**src/rtl/peripheral.sv**
```systemverilog
// rtl/peripheral.sv - bus peripheral: reload timer, LED/switch/digit registers, 8N1 UART
module peripheral #(
    parameter int CLKS_PER_BIT = 10417
) (
    input  logic        reset,
    input  logic        clk,
    input  logic        rd,
    input  logic        wr,
    input  logic [31:0] addr,
    input  logic [31:0] wdata,
    output logic [31:0] rdata,
    output logic [7:0]  led,
    input  logic [7:0]  switch,
    output logic [11:0] digi,
    output logic        irqout,
    input  logic        PC_Uart_rxd,
    output logic        PC_Uart_txd
);

    localparam logic [31:0] A_TH   = 32'h4000_0000;
    localparam logic [31:0] A_TL   = 32'h4000_0004;
    localparam logic [31:0] A_TCON = 32'h4000_0008;
    localparam logic [31:0] A_LED  = 32'h4000_000C;
    localparam logic [31:0] A_SW   = 32'h4000_0010;
    localparam logic [31:0] A_DIGI = 32'h4000_0014;
    localparam logic [31:0] A_TXD  = 32'h4000_0018;
    localparam logic [31:0] A_RXD  = 32'h4000_001C;
    localparam logic [31:0] A_UCON = 32'h4000_0020;

    localparam logic [1:0] ST_IDLE  = 2'd0;
    localparam logic [1:0] ST_START = 2'd1;
    localparam logic [1:0] ST_DATA  = 2'd2;
    localparam logic [1:0] ST_STOP  = 2'd3;

    localparam int          CW       = $clog2(CLKS_PER_BIT + 1);
    localparam logic [CW-1:0] BIT_LAST  = CW'(CLKS_PER_BIT - 1);
    localparam logic [CW-1:0] HALF_LAST = CW'(CLKS_PER_BIT / 2 - 1);

    logic [31:0]   r_th;
    logic [31:0]   r_tl;
    logic [2:0]    r_tcon;
    logic [7:0]    r_led;
    logic [11:0]   r_digi;

    logic [1:0]    r_tx_state;
    logic [CW-1:0] r_tx_cnt;
    logic [2:0]    r_tx_bit;
    logic [7:0]    r_tx_data;
    logic [7:0]    r_tx_shift;
    logic          r_txd;

    logic          r_rx_s1;
    logic          r_rx_s2;
    logic          r_rx_prev;
    logic [1:0]    r_rx_state;
    logic [CW-1:0] r_rx_cnt;
    logic [2:0]    r_rx_bit;
    logic [7:0]    r_rx_shift;
    logic [7:0]    r_rxd;
    logic          r_rx_valid;
    logic          r_rx_ferr;

    logic w_tx_busy;
    logic w_tx_start;
    logic w_tx_tick;
    logic w_rx_tick;
    logic w_rx_good;

    assign w_tx_busy  = (r_tx_state != ST_IDLE);
    assign w_tx_start = wr && (addr == A_TXD) && !w_tx_busy;
    assign w_tx_tick  = (r_tx_cnt == BIT_LAST);
    assign w_rx_tick  = (r_rx_cnt == BIT_LAST);
    assign w_rx_good  = (r_rx_state == ST_STOP) && w_rx_tick && r_rx_s2;

    assign led         = r_led;
    assign digi        = r_digi;
    assign irqout      = r_tcon[1] & r_tcon[2];
    assign PC_Uart_txd = r_txd;

    always_comb begin
        rdata = 32'd0;
        if (rd) begin
            case (addr)
                A_TH:    rdata = r_th;
                A_TL:    rdata = r_tl;
                A_TCON:  rdata = {29'd0, r_tcon};
                A_LED:   rdata = {24'd0, r_led};
                A_SW:    rdata = {24'd0, switch};
                A_DIGI:  rdata = {20'd0, r_digi};
                A_TXD:   rdata = {24'd0, r_tx_data};
                A_RXD:   rdata = {24'd0, r_rxd};
                A_UCON:  rdata = {29'd0, r_rx_ferr, r_rx_valid, w_tx_busy};
                default: rdata = 32'd0;
            endcase
        end
    end

    // Bus writes come last so they override the same-cycle timer update.
    always_ff @(posedge clk) begin
        if (reset) begin
            r_th   <= 32'd0;
            r_tl   <= 32'd0;
            r_tcon <= 3'd0;
            r_led  <= 8'd0;
            r_digi <= 12'd0;
        end else begin
            if (r_tcon[0]) begin
                if (r_tl == 32'hFFFF_FFFF) begin
                    r_tl <= r_th;
                    if (r_tcon[1]) r_tcon[2] <= 1'b1;
                end else begin
                    r_tl <= r_tl + 32'd1;
                end
            end
            if (wr) begin
                case (addr)
                    A_TH:    r_th   <= wdata;
                    A_TL:    r_tl   <= wdata;
                    A_TCON:  r_tcon <= wdata[2:0];
                    A_LED:   r_led  <= wdata[7:0];
                    A_DIGI:  r_digi <= wdata[11:0];
                    default: ;
                endcase
            end
        end
    end

    always_ff @(posedge clk) begin
        if (reset) begin
            r_tx_state <= ST_IDLE;
            r_tx_cnt   <= '0;
            r_tx_bit   <= 3'd0;
            r_tx_data  <= 8'd0;
            r_tx_shift <= 8'd0;
            r_txd      <= 1'b1;
        end else begin
            r_tx_cnt <= w_tx_tick ? '0 : r_tx_cnt + CW'(1);
            case (r_tx_state)
                ST_IDLE: begin
                    r_txd    <= 1'b1;
                    r_tx_cnt <= '0;
                    if (w_tx_start) begin
                        r_tx_data  <= wdata[7:0];
                        r_tx_state <= ST_START;
                        r_txd      <= 1'b0;
                    end
                end
                ST_START: begin
                    if (w_tx_tick) begin
                        r_tx_state <= ST_DATA;
                        r_tx_bit   <= 3'd0;
                        r_txd      <= r_tx_data[0];
                        r_tx_shift <= {1'b0, r_tx_data[7:1]};
                    end
                end
                ST_DATA: begin
                    if (w_tx_tick) begin
                        r_tx_bit   <= r_tx_bit + 3'd1;
                        r_tx_shift <= {1'b0, r_tx_shift[7:1]};
                        if (r_tx_bit == 3'd7) begin
                            r_tx_state <= ST_STOP;
                            r_txd      <= 1'b1;
                        end else begin
                            r_txd <= r_tx_shift[0];
                        end
                    end
                end
                default: begin
                    r_txd <= 1'b1;
                    if (w_tx_tick) r_tx_state <= ST_IDLE;
                end
            endcase
        end
    end

    // The start state counts only half a bit, so every later tick lands on a bit centre.
    always_ff @(posedge clk) begin
        if (reset) begin
            r_rx_s1    <= 1'b1;
            r_rx_s2    <= 1'b1;
            r_rx_prev  <= 1'b1;
            r_rx_state <= ST_IDLE;
            r_rx_cnt   <= '0;
            r_rx_bit   <= 3'd0;
            r_rx_shift <= 8'd0;
            r_rxd      <= 8'd0;
            r_rx_valid <= 1'b0;
            r_rx_ferr  <= 1'b0;
        end else begin
            r_rx_s1   <= PC_Uart_rxd;
            r_rx_s2   <= r_rx_s1;
            r_rx_prev <= r_rx_s2;
            r_rx_cnt  <= w_rx_tick ? '0 : r_rx_cnt + CW'(1);
            if (rd && (addr == A_RXD)) r_rx_valid <= 1'b0;
            case (r_rx_state)
                ST_IDLE: begin
                    r_rx_cnt <= '0;
                    if (r_rx_prev && !r_rx_s2) r_rx_state <= ST_START;
                end
                ST_START: begin
                    if (r_rx_cnt == HALF_LAST) begin
                        r_rx_cnt   <= '0;
                        r_rx_bit   <= 3'd0;
                        r_rx_state <= r_rx_s2 ? ST_IDLE : ST_DATA;
                    end
                end
                ST_DATA: begin
                    if (w_rx_tick) begin
                        r_rx_shift <= {r_rx_s2, r_rx_shift[7:1]};
                        r_rx_bit   <= r_rx_bit + 3'd1;
                        if (r_rx_bit == 3'd7) r_rx_state <= ST_STOP;
                    end
                end
                default: begin
                    if (w_rx_tick) begin
                        r_rx_state <= ST_IDLE;
                        if (w_rx_good) begin
                            r_rxd      <= r_rx_shift;
                            r_rx_valid <= 1'b1;
                            r_rx_ferr  <= 1'b0;
                        end else begin
                            r_rx_ferr <= 1'b1;
                        end
                    end
                end
            endcase
        end
    end

endmodule

```
**config.mk**
```make
export PLATFORM = sky130hd
export DESIGN_NAME = peripheral
export DESIGN_NICKNAME = d
export VERILOG_FILES = /design/src/rtl/peripheral.sv
export SDC_FILE = /design/constraint.sdc
export NUM_CORES = 1
export LEC_CHECK = 0
export CAP_MARGIN = 20
export CORE_ASPECT_RATIO = 1.1
export CORE_UTILIZATION = 30
export CTS_CLUSTER_DIAMETER = 60
export CTS_CLUSTER_SIZE = 8
export DETAILED_ROUTE_END_ITERATION = 10
export PLACE_DENSITY_LB_ADDON = 0.1
export SYNTH_ARGS = -nofsm -noshare
export SYNTH_HDL_FRONTEND = slang
export SYNTH_SLANG_ARGS = --single-unit
```
**constraint.sdc**
```tcl
create_clock -name clk -period 2.74 [get_ports clk]
set_input_delay 0.274 -clock clk [delete_from_list [all_inputs] [get_ports clk]]
set_output_delay 0.274 -clock clk [all_outputs]
set_load 0.05 [all_outputs]
```
==> qor.csv <==
metric;value;unit
synth unique cells;67;
Nets;1337;
GRT Util Overall;21.7;%
Final Slew Violations;0;
grt peak-use layer;met2;
Fillers;2776;
CTS Hold Bufs;0;
largest net degree at the start of global routing;52;
max_slew headroom;57.0;%
worst-margin pin slew;639;ps
fraction of layout cells with a size suffix above 1;21.3;%
status;finished, final reports clean;
routing usage on met3;3.49;%
area leader, netlist;dfxtp_1;
met1 Use GR;27.6;%
area of the die;29100;um2
boundary pin count;131;
Worst Path Required;2470;ps
core area;27900;um2
Ys Warns;0;
final antenna-violating net count;0;
Critical Path AT;2380;ps
Fin Setup TNS;0;ps
Chip Width;163;um
Setup crit end kind;output port;
Max rail drop VDD;0.296;mV
post-DR wirelength/cell;19.0;um
Commonest cells post-synth;dfxtp_1 (162), nor2_1 (157), nand2_1 (143);
Detailed Route WL;30800;um
Mapped Nets;1148;
M2 GR Usage;37.2;%
Syn-to-layout area delta;45.8;%
most frequent cell after synthesis;dfxtp_1;
post-synthesis instance area;8530;um2
min-delay src;reset;
pwr/cell area;425;nW/um2
post-synthesis sequential area ratio;38.0;%
Final Hold Vio Count;0;
EDFF count, synth;0;
row count;64;
post-DR vias/cell;5.21;
TritonCTS Buffers;17;
H-tree depth;4;
max-cap viol count;0;
ANT cells;0;
DRC viols;0;
period utilization;96.9;%
clock slew at reported path FFs;60;ps
drt pass-1 iters;5;
main combinational cell family by area after synthesis;simple AND/OR/NAND/NOR gates;
starting DRC count in detailed routing;560;
initial antenna violation count;0;
Synth Area in Compound Gates;15.8;%
storage element area;3240;um2
hold path depth;2;
synthesized flop and latch total;162;
top area cells in the synthesized netlist;dfxtp_1 (38%), mux2i_1 (7.5%), nor2_1 (6.9%), nand2_1 (6.3%), a21oi_1 (4.5%);
Vias;8447;
crit-path max FO;5;
multiplexer share of the synthesized area;9.76;%
setup violators final;0;
xor and xnor area share after synthesis;2.47;%
global-route wire length before repair;48000;um
final core utilization;44.6;%
Period minus WS final;2650;ps
HPWL after DPL;21900;um
Die Y;179;um
CTS Sinks;162;
FF-to-FF End;r_tl[1]$_SDFF_PP0_;
Synth Area in Adders;1.91;%
clock latency on the worst-skew pair;430;ps
routability cong.;0.872;
leakage;4.49;nW
fmax;377;MHz
clock skew;12.9;ps
IO buf count;130;
worst reg2reg path depth;6;
hold path endpoint;digi[5]$_SDFFE_PP0P_;
ys async rst share;0;%
Initial Util;30.6;%
FF-to-FF setup slack;320;ps
area taken by multi-input logic gates;5350;um2
Worst setup SP type;primary input;
grt ovf;0;
Setup Crit Path Kind;in2out;
Yosys top cell area share;38.0;%
top_reg_cell synth;dfxtp_1;
post-synthesis simple-gate area fraction;27.8;%
Clock Path Buffers;2;
vias in the first global route;8269;
Synth Instances;1058;
R2R Path Start;r_tl[12]$_SDFF_PP0_;
CTS tree;done;
worst min-delay path class;in2reg;
Mapped Avg Cell Area;8.06;um2
CTS Root Cell;clkbuf_16;
-- power by group --
group | internal [W] | leakage (nW) | switching [W]
Combinational | 0.000182 | 2.90 | 0.000216
Clock | 0.00146 | 0.287 | 0.00103
Sequential | 0.00237 | 1.31 | 0.0000197
-- metal layers --
| layer | vias up | routed length [um] |
|---|---|---|
| li1 | 4164 | - |
| met4 | 0 | 687 |
| met1 | 4056 | 13800 |
| met3 | 45 | 1160 |
| met2 | 182 | 15200 |
| met5 | - | 0 |
-- critical path, cell delays in order --
cell	delay (ps)
dlygate4sd2_1	240
nor4_2	260
buf_4	150
and3_4	180
nand4_1	170
buf_4	200
nor3_4	160
buf_6	170
buf_8	150
a22oi_1	140
nor2_4	130
buf_12	140
-- per-stage QoR --
stage                     std cells  total power [W]  setup slack, ps  instance area (um2)  hold slack [ps]
after global routing           1622          0.00549            -5.95                12400              289
after global placement         1572          0.00284             -192                11200              392
after CTS                      1618          0.00534            -5.35                12100              267
final                          1622          0.00529             85.8                12400              281
after detailed placement       1572          0.00284             -231                11200              401
after floorplan                1058          0.00262              106                 8610              378
-- cells by family (layout without fill, tap and decap cells) --
kind of cell	after synthesis	after routing
flops	162	162
xor+xnor	24	24
mux	77	77
fa+ha+maj	13	13
buf+inv	88	289
compound gates	208	208
simple gates	486	486
-- cell type report --
type,instances,area share (%)
inverter,21,0.634
clock inverter,11,1.24
sequential,162,26.1
multi-input combinational,808,43.1
timing repair buffer,237,21.7
tap,363,3.65
clock buffer,20,3.59
-- timing repair --
action,CTS,global route
gates resized for setup,45,67
endpoints found under the setup margin,32,32
cloned,5,3
setup buffers,10,5
pin swaps,9,38
-- registers in the layout (all words and copies together), names as in the netlist, 2 cells and up --
name        count
r_tl           32
led             8
r_rxd           8
r_tx_data       8
digi           12
r_tx_shift      7
r_tcon          3
r_th           32
r_rx_state      2
r_tx_cnt       14
r_rx_cnt       14
r_tx_state      2
r_tx_bit        3
r_rx_bit        3
r_rx_shift      8
-- layout by cell type (no fill, tap or decap), types with 9 or more instances in the layout --
master	instances
and4_1	11
clkdlybuf4s50_1	77
a22oi_1	19
or3_1	10
dlygate4sd2_1	11
xnor2_1	9
a211oi_1	21
a22oi_2	14
mux2i_1	64
buf_4	84
xor2_1	15
nor2_4	18
and3_1	12
a31oi_1	10
o21ai_0	17
nand2_1	139
nor2_1	133
nand3_1	34
nor4_1	12
a21oi_1	76
nand4_1	25
ha_1	13
buf_12	46
dfxtp_1	162
inv_1	21
nor3_1	14
mux2_2	9
clkbuf_16	20
-- worst max-delay path by stage --
stage          cells past startpoint  startpoint  slack (ps)         to
2_1_floorplan                      6    addr[13]         110   rdata[1]
3_3_place_gp                      11    addr[22]        -190  rdata[28]
3_5_place_dp                      11    addr[13]        -230  rdata[31]
4_1_cts                           12    addr[13]          -5  rdata[15]
5_1_grt                           12    addr[15]          -6  rdata[29]
6_report                          12     addr[0]          90  rdata[31]
Note: power is estimated with default switching activity, not from simulation.
